### config.mk
export PLATFORM = sky130hd
export DESIGN_NAME = reaction_timer_multi_flat
export DESIGN_NICKNAME = d
export VERILOG_FILES = /design/src/rtl/reaction_timer_multi_if.sv /design/src/rtl/reaction_timer_multi.sv /design/src/flat_wrapper.sv
export SDC_FILE = /design/constraint.sdc
export NUM_CORES = 1
export LEC_CHECK = 0
export CAP_MARGIN = 20
export CELL_PAD_IN_SITES_DETAIL_PLACEMENT = 0
export CELL_PAD_IN_SITES_GLOBAL_PLACEMENT = 1
export CORE_ASPECT_RATIO = 2
export CORE_MARGIN = 4
export CORE_UTILIZATION = 39
export CTS_CLUSTER_SIZE = 20
export DETAILED_ROUTE_END_ITERATION = 7
export MAX_ROUTING_LAYER = met4
export PLACE_DENSITY = 0.77
export SYNTH_ARGS = -nofsm -noshare
export SYNTH_HDL_FRONTEND = slang
export SYNTH_SLANG_ARGS = --single-unit
### constraint.sdc
create_clock -name clk_i -period 4 [get_ports clk_i]
set_input_delay 0.4 -clock clk_i [delete_from_list [all_inputs] [get_ports clk_i]]
set_output_delay 0.4 -clock clk_i [all_outputs]
set_load 0.02 [all_outputs]
### src/rtl/reaction_timer_multi_if.sv
// Control ticks in, round results out, between the button debouncers
// and the multi-player reaction timer core.
interface reaction_timer_multi_if #(
    parameter int PLAYERS = 2,
    parameter int COUNT_N = 14
);
    logic                       start_i;
    logic                       clear_i;
    logic [PLAYERS-1:0]         stop_i;
    logic [1:0]                 state_o;
    logic                       stim_o;
    logic [PLAYERS*COUNT_N-1:0] time_o;
    logic [PLAYERS-1:0]         stopped_o;
    logic [PLAYERS-1:0]         false_o;
    logic [PLAYERS-1:0]         timeout_o;
    logic [2:0]                 winner_o;
    logic                       winner_vld_o;
    logic [COUNT_N-1:0]         best_o;

    modport master (
        output start_i, clear_i, stop_i,
        input  state_o, stim_o, time_o, stopped_o, false_o,
        input  timeout_o, winner_o, winner_vld_o, best_o
    );

    modport slave (
        input  start_i, clear_i, stop_i,
        output state_o, stim_o, time_o, stopped_o, false_o,
        output timeout_o, winner_o, winner_vld_o, best_o
    );
endinterface

### src/rtl/reaction_timer_multi.sv
// Multi-player reaction timer: random delay, stimulus, per-player ms times.
// Define REACTION_BEST_EN to keep a best-time-ever register on best_o.
module reaction_timer_multi #(
    parameter int PLAYERS      = 2,
    parameter int TICK_DIV     = 100000,
    parameter int COUNT_N      = 14,
    parameter int MAX_MS       = 9999,
    parameter int MIN_DELAY_MS = 2000,
    parameter int RANGE_BITS   = 11
) (
    input  logic                  clk_i,
    input  logic                  reset_i,
    reaction_timer_multi_if.slave bus
);
    localparam int PW    = (TICK_DIV > 1) ? $clog2(TICK_DIV) : 1;
    localparam int DLY_W = $clog2(MIN_DELAY_MS + (1 << RANGE_BITS));
    localparam int MW    = (COUNT_N > DLY_W) ? COUNT_N : DLY_W;

    typedef enum logic [1:0] {
        S_IDLE = 2'd0,
        S_WAIT = 2'd1,
        S_RUN  = 2'd2,
        S_DONE = 2'd3
    } state_e;

    state_e             state_q, state_d;
    logic               stim_q, stim_d;
    logic [15:0]        lfsr_q, lfsr_d;
    logic [PW-1:0]      presc_q, presc_d;
    logic [MW-1:0]      ms_q, ms_d;
    logic [MW-1:0]      delay_q, delay_d;
    logic [COUNT_N-1:0] time_q [PLAYERS];
    logic [COUNT_N-1:0] time_d [PLAYERS];
    logic [PLAYERS-1:0] stopped_q, stopped_d;
    logic [PLAYERS-1:0] false_q, false_d;
    logic [PLAYERS-1:0] tout_q, tout_d;

    logic               tick;
    logic [2:0]         win_idx;
    logic               win_any;
    logic [COUNT_N-1:0] win_t;

    always_comb begin
        lfsr_d = {lfsr_q[14:0],
                  lfsr_q[15] ^ lfsr_q[14] ^ lfsr_q[12] ^ lfsr_q[3]};
    end

    always_comb begin
        state_d   = state_q;
        presc_d   = presc_q;
        ms_d      = ms_q;
        delay_d   = delay_q;
        time_d    = time_q;
        stopped_d = stopped_q;
        false_d   = false_q;
        tout_d    = tout_q;
        tick      = (presc_q == PW'(TICK_DIV - 1));

        unique case (state_q)
            S_IDLE: begin
                if (bus.start_i) begin
                    state_d   = S_WAIT;
                    delay_d   = MW'(MIN_DELAY_MS)
                              + MW'(lfsr_q[RANGE_BITS-1:0]);
                    time_d    = '{default: '0};
                    stopped_d = '0;
                    false_d   = '0;
                    tout_d    = '0;
                    presc_d   = '0;
                    ms_d      = '0;
                end
            end
            S_WAIT: begin
                presc_d = tick ? '0 : presc_q + 1'b1;
                ms_d    = tick ? ms_q + 1'b1 : ms_q;
                false_d = false_q | bus.stop_i;
                if (&false_d) begin
                    state_d = S_DONE;
                end else if (ms_q == delay_q) begin
                    state_d = S_RUN;
                    presc_d = '0;
                    ms_d    = '0;
                end
            end
            S_RUN: begin
                presc_d = tick ? '0 : presc_q + 1'b1;
                ms_d    = tick ? ms_q + 1'b1 : ms_q;
                for (int i = 0; i < PLAYERS; i++) begin
                    if (bus.stop_i[i] && !false_q[i] && !stopped_q[i]) begin
                        time_d[i]    = ms_q[COUNT_N-1:0];
                        stopped_d[i] = 1'b1;
                    end
                end
                if (&(stopped_d | false_q)) begin
                    state_d = S_DONE;
                end else if (ms_q == MW'(MAX_MS)) begin
                    // a stop landing on the limit cycle stays a valid stop
                    state_d = S_DONE;
                    for (int i = 0; i < PLAYERS; i++) begin
                        if (!false_q[i] && !stopped_d[i]) begin
                            time_d[i] = COUNT_N'(MAX_MS);
                            tout_d[i] = 1'b1;
                        end
                    end
                end
            end
            S_DONE: begin
            end
        endcase

        if (bus.clear_i) begin
            state_d   = S_IDLE;
            time_d    = '{default: '0};
            stopped_d = '0;
            false_d   = '0;
            tout_d    = '0;
            presc_d   = '0;
            ms_d      = '0;
        end

        stim_d = (state_d == S_RUN);
    end

    always_ff @(posedge clk_i or posedge reset_i) begin
        if (reset_i) begin
            state_q   <= S_IDLE;
            stim_q    <= 1'b0;
            lfsr_q    <= 16'hACE1;
            presc_q   <= '0;
            ms_q      <= '0;
            delay_q   <= '0;
            time_q    <= '{default: '0};
            stopped_q <= '0;
            false_q   <= '0;
            tout_q    <= '0;
        end else begin
            state_q   <= state_d;
            stim_q    <= stim_d;
            lfsr_q    <= lfsr_d;
            presc_q   <= presc_d;
            ms_q      <= ms_d;
            delay_q   <= delay_d;
            time_q    <= time_d;
            stopped_q <= stopped_d;
            false_q   <= false_d;
            tout_q    <= tout_d;
        end
    end

    // strict compare keeps ties on the lowest index
    always_comb begin
        win_idx = '0;
        win_any = 1'b0;
        win_t   = '1;
        for (int i = 0; i < PLAYERS; i++) begin
            if (stopped_q[i] && (!win_any || time_q[i] < win_t)) begin
                win_idx = 3'(i);
                win_any = 1'b1;
                win_t   = time_q[i];
            end
        end
    end

    always_comb begin
        for (int i = 0; i < PLAYERS; i++) begin
            bus.time_o[i*COUNT_N +: COUNT_N] = time_q[i];
        end
    end

    assign bus.state_o      = state_q;
    assign bus.stim_o       = stim_q;
    assign bus.stopped_o    = stopped_q;
    assign bus.false_o      = false_q;
    assign bus.timeout_o    = tout_q;
    assign bus.winner_o     = (state_q == S_DONE) ? win_idx : 3'd0;
    assign bus.winner_vld_o = (state_q == S_DONE) && win_any;

`ifdef REACTION_BEST_EN
    logic               done_new_q, done_new_d;
    logic [COUNT_N-1:0] best_q, best_d;

    always_comb begin
        done_new_d = (state_d == S_DONE) && (state_q != S_DONE);
        best_d     = best_q;
        if (done_new_q && win_any && (win_t < best_q)) begin
            best_d = win_t;
        end
    end

    always_ff @(posedge clk_i or posedge reset_i) begin
        if (reset_i) begin
            done_new_q <= 1'b0;
            best_q     <= '1;
        end else begin
            done_new_q <= done_new_d;
            best_q     <= best_d;
        end
    end

    assign bus.best_o = best_q;
`else
    assign bus.best_o = '1;
`endif

endmodule

### src/flat_wrapper.sv
// flat-port wrapper written by rule: the top's interface ports become plain ports
module reaction_timer_multi_flat 
#(
    parameter int PLAYERS      = 2,
    parameter int TICK_DIV     = 100000,
    parameter int COUNT_N      = 14,
    parameter int MAX_MS       = 9999,
    parameter int MIN_DELAY_MS = 2000,
    parameter int RANGE_BITS   = 11
)
  (clk_i, reset_i, bus_start_i, bus_clear_i, bus_stop_i, bus_state_o, bus_stim_o, bus_time_o, bus_stopped_o, bus_false_o, bus_timeout_o, bus_winner_o, bus_winner_vld_o, bus_best_o);
  reaction_timer_multi_if #(.PLAYERS(PLAYERS), .COUNT_N(COUNT_N)) bus_i ();
  input  logic clk_i;
  input  logic reset_i;
  input wire logic [$bits(bus_i.start_i)-1:0] bus_start_i;
  input wire logic [$bits(bus_i.clear_i)-1:0] bus_clear_i;
  input wire logic [$bits(bus_i.stop_i)-1:0] bus_stop_i;
  output wire logic [$bits(bus_i.state_o)-1:0] bus_state_o;
  output wire logic [$bits(bus_i.stim_o)-1:0] bus_stim_o;
  output wire logic [$bits(bus_i.time_o)-1:0] bus_time_o;
  output wire logic [$bits(bus_i.stopped_o)-1:0] bus_stopped_o;
  output wire logic [$bits(bus_i.false_o)-1:0] bus_false_o;
  output wire logic [$bits(bus_i.timeout_o)-1:0] bus_timeout_o;
  output wire logic [$bits(bus_i.winner_o)-1:0] bus_winner_o;
  output wire logic [$bits(bus_i.winner_vld_o)-1:0] bus_winner_vld_o;
  output wire logic [$bits(bus_i.best_o)-1:0] bus_best_o;
  assign bus_i.start_i = bus_start_i;
  assign bus_i.clear_i = bus_clear_i;
  assign bus_i.stop_i = bus_stop_i;
  assign bus_state_o = bus_i.state_o;
  assign bus_stim_o = bus_i.stim_o;
  assign bus_time_o = bus_i.time_o;
  assign bus_stopped_o = bus_i.stopped_o;
  assign bus_false_o = bus_i.false_o;
  assign bus_timeout_o = bus_i.timeout_o;
  assign bus_winner_o = bus_i.winner_o;
  assign bus_winner_vld_o = bus_i.winner_vld_o;
  assign bus_best_o = bus_i.best_o;
  reaction_timer_multi #(.PLAYERS(PLAYERS), .TICK_DIV(TICK_DIV), .COUNT_N(COUNT_N), .MAX_MS(MAX_MS), .MIN_DELAY_MS(MIN_DELAY_MS), .RANGE_BITS(RANGE_BITS)) u_core (.clk_i(clk_i), .reset_i(reset_i), .bus(bus_i));
endmodule
==> results.md, run 1 <==
* Final hold viol count at 0
* Post-route clock period utilization at 84.56%
* Lkg Pwr at 2.611 nW
* Max FO, Critical Path at 21
* Syn Inst Count at 537
* Total Die Area at 15140 µm²
* Area growth syn-to-layout at 16.22%
* Layout cells sized above 1 at 8.448%
* Syn_area_per_cell at 9.537 µm²
* GRT Total Usage at 18.80%
* Relative slew margins at 38.74%
* Fin area at 5952 µm²
* Most frequent cells in the layout: 88 x dfrtp_1, 51 x nand2_1, 44 x clkdlybuf4s50_1, 42 x a21oi_1
* Status: finished clean
* Num CTS Buffers at 9
* Gr ovfl total at 0
* Post-synth EDFFs at 0
* Final wirelength at 12980 µm
* HPWL Detailed at 9980 µm
* Type of the worst setup path: reg2out
* CP Data Required Time at 3600 ps
* Setup TNS at 0 ps
* # rows at 59
* Crit. End Element: output pin
* Seq/Total Area, Yosys at 47.10%
* Mapped cell area at 5121 µm²
* I/O pins at 61
* Final nets at 602
* # DRC at 0
* First-pass GRT wire length at between 20000 and 25000 µm
* Worst hold-check path type: in2async
* Fin. max-slew vios at 0
* Minimum clock period at 3382 ps
* Ant. Diodes at 0
* Clock latency on the worst-skew pair at 350 ps
* Skew final at ~8.6 ps
* Power per cell area at 391.9 nW/µm²
* Port buffer count at 44
* Post-CTS Hold Buffers at 0
* Critical Path Start Type: flip-flop
* Iter 0 DRT Violations at 213
* Core Util, Final at between 40% and 50%
* Root buf cell: clkbuf_16
* Placed Area at around 5600 µm²
* CTS resizes at 0
* Yosys cell types at 60
* Final setup vio count at 0
* Yosys reg bits at 96
* Largest net degree at the start of global routing at 60
* Die outline height at 170.1 µm
* First-pass DRT Iterations at 4
* Vias in the first global route at 4107
* Synth Flop Type: dfrtp_1
* Chip width at roughly 90 µm
* Setup Fix Bufs, Post-CTS at 0
* Core area at about 13000 µm²
* Post-DR vias/cell at 5.563
* Reg2Reg Depth at 8
* H-tree depth at 3
* Ys async rst share at 100.0%
* Clock sink total at 96
* Max_cap viols at 0
* Max clock buf depth at 2
* Via count at approximately 4000
* Peak VDD IR at between 0.0002 and 0.0003 V
* Worst Tran Pin Value at 911.1 ps
* Unrepaired setup endpoints after global routing: false
* Placer Congestion at ~0.85
* Synth warnings at 0
* Commonest non-fill, non-tap cell in the layout: dfrtp_1
* Peak Freq at 295.6 MHz
* CP arrival at 2980 ps
* CTS tree: yes
* Drt wl/cell at 17.73 µm
* Post-route ant nets at 0
* Clk slew on worst S/H paths at 70 ps
* Initial antenna violation count at 0
* Initial core utilization at 39.64%
[critical path, cell delays in order, from the launching register on]
cell and delay [ps]:
dfrtp_1 670, nor2b_1 200, ha_1 230, o21ai_0 70
nand2b_1 80, a2111oi_0 470, o21bai_1 160, a21oi_1 150
clkdlybuf4s50_1 610
[power by group]
part	internal, mW	switching, mW	leakage (nW)
logic	0.145	0.297	1.18
registers	1.01	0.0462	1.29
clock network	0.448	0.389	0.141
total	1.60	0.733	2.61
[synthesized netlist by cell type (13+ instances only)]
master,number,area [µm²]
nand2_1,51,191.4
buf_4,17,127.6
o21ai_0,37,185.2
inv_1,15,56.30
xor2_1,21,183.9
nor2_1,37,138.9
clkbuf_1,13,48.80
dfrtp_1,88,2202
nor3_1,18,90.09
a21oi_1,42,210.2
nor2b_1,20,125.1
ha_1,21,262.8
nand3_1,22,110.1
[worst paths after layout]
path | startpoint | to | slack [ps]
max reg2reg | u_core.bus.state_o[0]$_DFF_PP0_ | u_core.ms_q[12]$_DFFE_PP0P_ | 1290
min in group clk_i | u_core.lfsr_q[10]$_DFF_PP1_ | u_core.lfsr_q[11]$_DFF_PP1_ | 390
max in group asynchronous | reset_i | u_core.lfsr_q[15]$_DFF_PP1_ | 2920
min | reset_i | u_core.ms_q[8]$_DFFE_PP0P_ | 260
min reg2reg | u_core.lfsr_q[10]$_DFF_PP1_ | u_core.lfsr_q[11]$_DFF_PP1_ | 390
max | u_core.bus.stopped_o[0]$_DFFE_PP0P_ | bus_winner_o[0] | 620
[cell families (layout without fill, tap and decap cells)]
logic type / count (synthesis) / count (layout) / share of synthesized area, %
other cells: 2 / 16 / 0.1466
buf+inv: 54 / 83 / 5.692
fa+ha+maj: 21 / 21 / 5.131
mux: 5 / 5 / 1.099
simple gates: 199 / 199 / 19.91
xor+xnor: 33 / 33 / 5.644
compound gates: 127 / 127 / 15.27
flops: 96 / 96 / 47.10
[stage by stage]
| step | power, mW | std cells | hold slack [ps] | worst slack (ps) |
|---|---|---|---|---|
| floorplan | 1.383 | 551 | 350.1 | 1108 |
| global placement | 1.503 | 715 | 361.3 | 944.4 |
| detailed placement | 1.511 | 715 | 371.9 | 934.0 |
| CTS | 2.355 | 731 | 386.8 | 548.5 |
| global route | 2.447 | 732 | 285.7 | 411.6 |
| finish | 2.332 | 732 | 263.8 | 617.5 |
[state kept, by name, summed over array words and instances (netlist names)]
name,flops
u_core.ms_q,14
u_core.bus.time_o,28
u_core.delay_q,12
u_core.bus.false_o,2
u_core.bus.timeout_o,2
u_core.bus.state_o,2
u_core.bus.stopped_o,2
u_core.presc_q,17
u_core.bus.stim_o,1
u_core.lfsr_q,16
[cell type report]
class | instances | area [µm²]
fillers | 1263 | 6967
multi-input cells | 401 | 2470
flip-flops and latches | 96 | 2412
repair buffers | 52 | 533.0
clock buffers | 10 | 239.0
well taps | 152 | 190.2
inverters | 15 | 57.56
clock inverters | 6 | 50.05
[layer usage]
layer  global-route usage (%)  vias up  share of wire, %
met5                        -        -                 0
met4                    8.879        0               3.9
met3                    2.665       26               3.3
met2                    34.85      102                58
met1                    18.50     2008                35
li1                         -     1936                 -
(Power assumes the default switching activity.)
==> run 2, diff against run 1 <==
clock period = 3.3 ns   (was 4 ns; I/O delays follow)
==> run 2 against run 1 <==
Against the previous run:
- worst hold slack improved by 120 ps
- via count fell by 0.34%
- register-to-register slack got worse by 590 ps
- final area is 0.40% higher
- critical endpoint unchanged
- largest cell class unchanged
==> results.md, run 2 (same netlist as run 1, synthesis figures left out) <==
* Unrepaired setup endpoints after global routing: false
* CP Data Required Time at 2970 ps
* Relative slew margins at 42.73%
* Skew final at 10.84 ps
* Minimum clock period at 2769 ps
* Peak VDD IR at roughly 0.00027 V
* Max clock buf depth at 2
* Internal at approximately 2 mW
* HPWL Detailed at roughly 10000 µm
* Final setup vio count at 0
* Post-route ant nets at 0
* Setup TNS at 0 ps
* FF-to-FF End: u_core.presc_q[14]$_DFFE_PP0P_
* Hold path depth at 0
* Fin. max-slew vios at 0
* Clk slew on worst S/H paths at approximately 60 ps
* Root buf cell: clkbuf_16
* # DRC at 0
* Post-CTS Hold Buffers at 0
* Clock latency on the worst-skew pair at around 350 ps
* Worst Tran Pin Value at 855.9 ps
* Reg2Reg Depth at 7
* Final nets at around 610
* Ant. Diodes at 0
* Post-route clock period utilization at 83.92%
* Post-DR vias/cell at 5.521
* Number of flip-flops in the largest register at 28
* Hold path startpoint: u_core.lfsr_q[10]$_DFF_PP1_
* Worst path top cell family by delay: compound AO/OA/AOI/OAI gates
* Worst hold-check path type: reg2reg
* Clock sink total at 96
* Area growth syn-to-layout at 16.69%
* Setup Fix Bufs, Post-CTS at 0
* Peak Freq at approximately 360 MHz
* Die outline height at 170.1 µm
* Core area at 12920 µm²
* Layout cells sized above 1 at under 10%
* Switching Fraction at between 20% and 30%
* Area of the multi-input gates at 2470 µm²
* Delay of the slowest cell on the worst path at 460 ps
* Min Hold Slack at 384.2 ps
* Final hold viol count at 0
* GRT Total Usage at 18.72%
* P_sw at 855.2 µW
* PnR Total Power at 2.871 mW
* CTS resizes at 0
* Crit Reg-Reg Startpoint: u_core.bus.state_o[0]$_DFF_PP0_
* Fill cells at 1234
* Logic gate share of total power at around a fifth
* Storage cell area at between 2000 and 2500 µm²
* H-tree depth at 3
* Power per cell area at 480.5 nW/µm²
* Status: finished clean
* CTS tree: yes
* First-pass DRT Iterations at 6
* Type of the worst setup path: reg2out
* Num CTS Buffers at 9
* Sequential power share at about 44%
* Chip width at 89.03 µm
* Commonest non-fill, non-tap cell in the layout: dfrtp_1
* Worst Hold End: u_core.lfsr_q[11]$_DFF_PP1_
* CP bufs+invs at 2
* Lkg Pwr at 2.642 nW
* Max_cap viols at 0
* Critical Path Start Type: flip-flop
* Slack of the worst reg-to-reg path at ~700 ps
* Placer Congestion at 0.8525
* CP arrival at 2440 ps
* Final wirelength at between 10000 and 15000 µm
* I/O pins at 61
* Initial antenna violation count at 0
* Slowest CP cell: dfrtp_2
* Crit. End Element: output pin
* Total Die Area at 15140 µm²
* Most frequent cells in the layout: 87 x dfrtp_1, 51 x nand2_1, 43 x clkdlybuf4s50_1, 42 x a21oi_1
* Vias in the first global route at 4138
* # rows at 59
* Initial core utilization at 39.64%
* Clk pwr share at 36.7%
* Port buffer count at 44
* Via count at 4058
* Crit-path cells: buf_4, nor2b_1, ha_1, a21o_1, a21oi_1, nor2b_1, o21ai_0, o2111ai_1, a21oi_1, dlymetal6s2s_1
* Largest net degree at the start of global routing at 45
* Iter 0 DRT Violations at between 100 and 150
* Max FO, Critical Path at 13
* First-pass GRT wire length at around 21000 µm
* Drt wl/cell at about 18 µm
* Gr ovfl total at 0
[run 2: cell types whose count changed in the layout (fill, tap and decap cells not counted)]
cell,delta
inv_6,-1
clkbuf_1,+1
bufinv_16,+1
clkdlybuf4s50_1,-1
clkinv_4,+1
buf_16,-1
dlymetal6s2s_1,+1
dfrtp_1,-1
buf_4,+4
inv_8,-1
clkinv_2,-1
dfrtp_2,+1
[run 2: cell type report]
| type | instances | share of cell area (%) |
|---|---|---|
| multi-input combinational | 401 | 41.33 |
| sequential | 96 | 40.39 |
| timing repair buffer | 55 | 9.003 |
| clock buffer | 11 | 4.062 |
| tap | 152 | 3.183 |
| clock inverter | 5 | 1.068 |
| inverter | 15 | 0.9631 |
[run 2: worst max path at each step]
stage                                   startpoint                                 to  slack, ps  cells past startpoint
2_1_floorplan                              reset_i  u_core.bus.false_o[0]$_DFFE_PP0P_        480                      1
3_3_place_gp   u_core.bus.stopped_o[0]$_DFFE_PP0P_                    bus_winner_o[0]        530                     10
3_5_place_dp   u_core.bus.stopped_o[0]$_DFFE_PP0P_                    bus_winner_o[0]        490                     10
4_1_cts        u_core.bus.stopped_o[0]$_DFFE_PP0P_                    bus_winner_o[0]        110                     10
5_1_grt        u_core.bus.stopped_o[0]$_DFFE_PP0P_                    bus_winner_o[0]        390                     10
6_report       u_core.bus.stopped_o[0]$_DFFE_PP0P_                    bus_winner_o[0]        530                     10
[run 2: per-stage QoR]
stage	instance area, µm²	setup slack (ps)	cells	util (%)
after floorplan	5174	477.9	551	-
after global placement	5665	529.0	719	43.85
after detailed placement	5665	488.9	719	43.85
after CTS	5972	113.1	735	46.23
after global routing	5976	387.2	735	46.26
final	5976	530.5	735	46.26
[run 2: per-layer routing]
metal | up-vias | GRT usage (%) | share of wire (%)
met5 | - | - | 0
met4 | 0 | 9.332 | 4.2
met3 | 35 | 2.810 | 2.9
met2 | 94 | 35.57 | 60
met1 | 1993 | 17.24 | 33
li1 | 1936 | - | -
[run 2: power groups by stage]
stage          clock network [mW]  logic, mW  registers, mW
2_1_floorplan                   0      0.389           1.29
3_3_place_gp                    0      0.540           1.29
3_5_place_dp                    0      0.549           1.29
4_1_cts                      1.08      0.551           1.27
5_1_grt                      1.13      0.608           1.28
6_report                     1.05      0.547           1.27
==> run 3, diff against run 2 <==
PLACE_DENSITY = 0.8   (was 0.77)
clock period = 2.5 ns   (was 3.3 ns; I/O delays follow)
==> run 3 against run 2 <==
Against the previous run:
- global-route usage up 0.48 points
- clock-buffer cell count shrank 2
- combinational power rose by 56%
- first-iteration DRC count increased by 46%
- sequential power up 31%
- via count rose by 3.6%
- cell count increased by 4.2%
- sequential share of layout area down 2.2 points
- flip-flop and latch count did not move
- largest cell class unchanged
- highest routed layer unchanged
==> results.md, run 3 (same netlist as run 1, synthesis figures left out) <==
* Status: finished clean
* # DRC at 0
* Grt met3 use at 2.713%
* Fin area at roughly 6300 µm²
* First-pass GRT wire length at between 20000 and 25000 µm
* Max_cap viols at 0
* Largest net degree at the start of global routing at 34
* Max clock buf depth at 2
* Core area at roughly 13000 µm²
* Drt wl/cell at 17.40 µm
* H-tree depth at 3
* Crit. End Element: output pin
* Placer Congestion at about 0.83
* # rows at 59
* I/O pins at 61
* Clock sink total at 96
* Ant. Diodes at 0
* Iter 0 DRT Violations at 196
* Critical Path Start Type: flip-flop
* Initial antenna violation count at 0
* Post-route clock period utilization at 99.24%
* Crit-path cells: bufbuf_16, nor2b_1, ha_1, a21o_1, a21oi_1, o2111ai_2, a21oi_2, buf_4
* Unrepaired setup endpoints after global routing: true
* Port buffer count at 44
* GRT Total Usage at between 10% and 20%
* Layout cells sized above 1 at between 10% and 20%
* Placed Area at 5922 µm²
* Final hold viol count at 0
* CP arrival at between 2000 and 2500 ps
* Final wirelength at 13330 µm
* CTS tree: yes
* Total Die Area at 15140 µm²
* First-pass DRT Iterations at 5
* Peak Freq at roughly 400 MHz
* Lkg Pwr at about 2.8 nW
* Worst hold-check path type: in2async
* # placed instances at between 700 and 800
* Fin. max-slew vios at 0
* CP Data Required Time at between 2000 and 2500 ps
* Post-DR vias/cell at between 5 and 6
* Skew final at 8.751 ps
* Most frequent cells in the layout: 86 x dfrtp_1, 51 x nand2_1, 43 x clkdlybuf4s50_1, 40 x a21oi_1, 39 x buf_4
* Clock latency on the worst-skew pair at 340 ps
* Minimum clock period at 2481 ps
* CP bufs+invs at 2
* Max FO, Critical Path at 7
* HPWL Detailed at 10490 µm
* Num CTS Buffers at 9
* Commonest non-fill, non-tap cell in the layout: dfrtp_1
* Final setup margin at 19.04 ps
* Setup Fix Bufs, Post-CTS at 0
* Area growth syn-to-layout at 23.45%
* Pre-CTS setup slack at -128.4 ps
* Die outline height at 170.1 µm
* Worst Tran Pin Value at roughly 930 ps
* Vias in the first global route at 4444
* Type of the worst setup path: reg2out
* Number of flip-flops in the largest register at 28
* Root buf cell: clkbuf_16
* Power per cell area at ~620 nW/µm²
* Initial core utilization at 39.64%
* Met1 Resource Use GR at between 15 and 20%
* Met2 Usage GRT at 37.38%
* Final nets at 636
* Via count at 4204
* Most used routing layer: met2
* Relative slew margins at 37.24%
* Post-route ant nets at 0
* Peak VDD IR at around 0.00047 V
* Gr ovfl total at 0
* Slowest CP cell: dfrtp_2
* Worst path top cell family by delay: compound AO/OA/AOI/OAI gates
* Chip width at 89.03 µm
* Core Util, Final at 48.94%
* Delay of the slowest cell on the worst path at 440 ps
* Clk slew on worst S/H paths at 70 ps
* Final setup vio count at 0
* Final Instance Count excl. Fillers at 766
run 3: path summary, 6_finish.rpt:
kind | endpoint | start | slack, ps | cells past startpoint
worst max-delay path | bus_winner_o[0] | u_core.bus.stopped_o[0]$_DFFE_PP0P_ | 20 | 8
worst min-delay path | u_core.presc_q[12]$_DFFE_PP0P_ | reset_i | 250 | 2
worst max register to register | u_core.bus.time_o[7]$_DFFE_PP0P_ | u_core.ms_q[0]$_DFFE_PP0P_ | 160 | 6
worst min register to register | u_core.lfsr_q[2]$_DFF_PP0_ | u_core.lfsr_q[1]$_DFF_PP0_ | 380 | 0
max in group asynchronous | u_core.ms_q[5]$_DFFE_PP0P_ | reset_i | 1620 | 3
min in group clk_i | u_core.lfsr_q[2]$_DFF_PP0_ | u_core.lfsr_q[1]$_DFF_PP0_ | 380 | 0
run 3: worst reg2reg max path, cell delays in order, from the launching register on:
cell and delay (ps):
dfrtp_1 500, ha_1 290, and3_1 230, nand4_1 170, nor2_1 90, o31ai_1 760, a22o_1 240
run 3: repair_timing:
item	CTS	global route
setup endpoints to repair	1	3
cloned	1	0
hold buffers	0	0
hold endpoints to repair	0	0
pin swaps	8	2
gates resized for setup	15	2
run 3: layout make-up:
type / count / area [µm²]
clock buffers: 9 / 225.2
clock inverters: 7 / 86.33
fillers: 1217 / 6596
inverters: 15 / 60.06
multi-input cells: 401 / 2530
flip-flops and latches: 96 / 2415
well taps: 152 / 190.2
repair buffers: 86 / 815.8
run 3: routing by layer:
metal / wire length [µm] / up-vias
met2: 8078 / 101
li1: - / 2011
met5: 0 / -
met3: 392 / 28
met1: 4438 / 2064
met4: 418 / 0
run 3: report_power, final:
group	total, mW	switching (mW)	internal, mW
clock	1.42	0.628	0.797
combinational	0.852	0.512	0.340
sequential	1.66	0.0524	1.61
total	3.94	1.19	2.75
run 3: per-stage QoR:
stage	TNS (ps)	power [mW]	hold WS [ps]
finish	0	3.941	250.6
global route	-90.73	4.140	274.9
CTS	0	3.984	252.3
detailed placement	-128.4	2.517	371.8
global placement	-108.1	2.495	365.6
floorplan	0	2.213	350.1
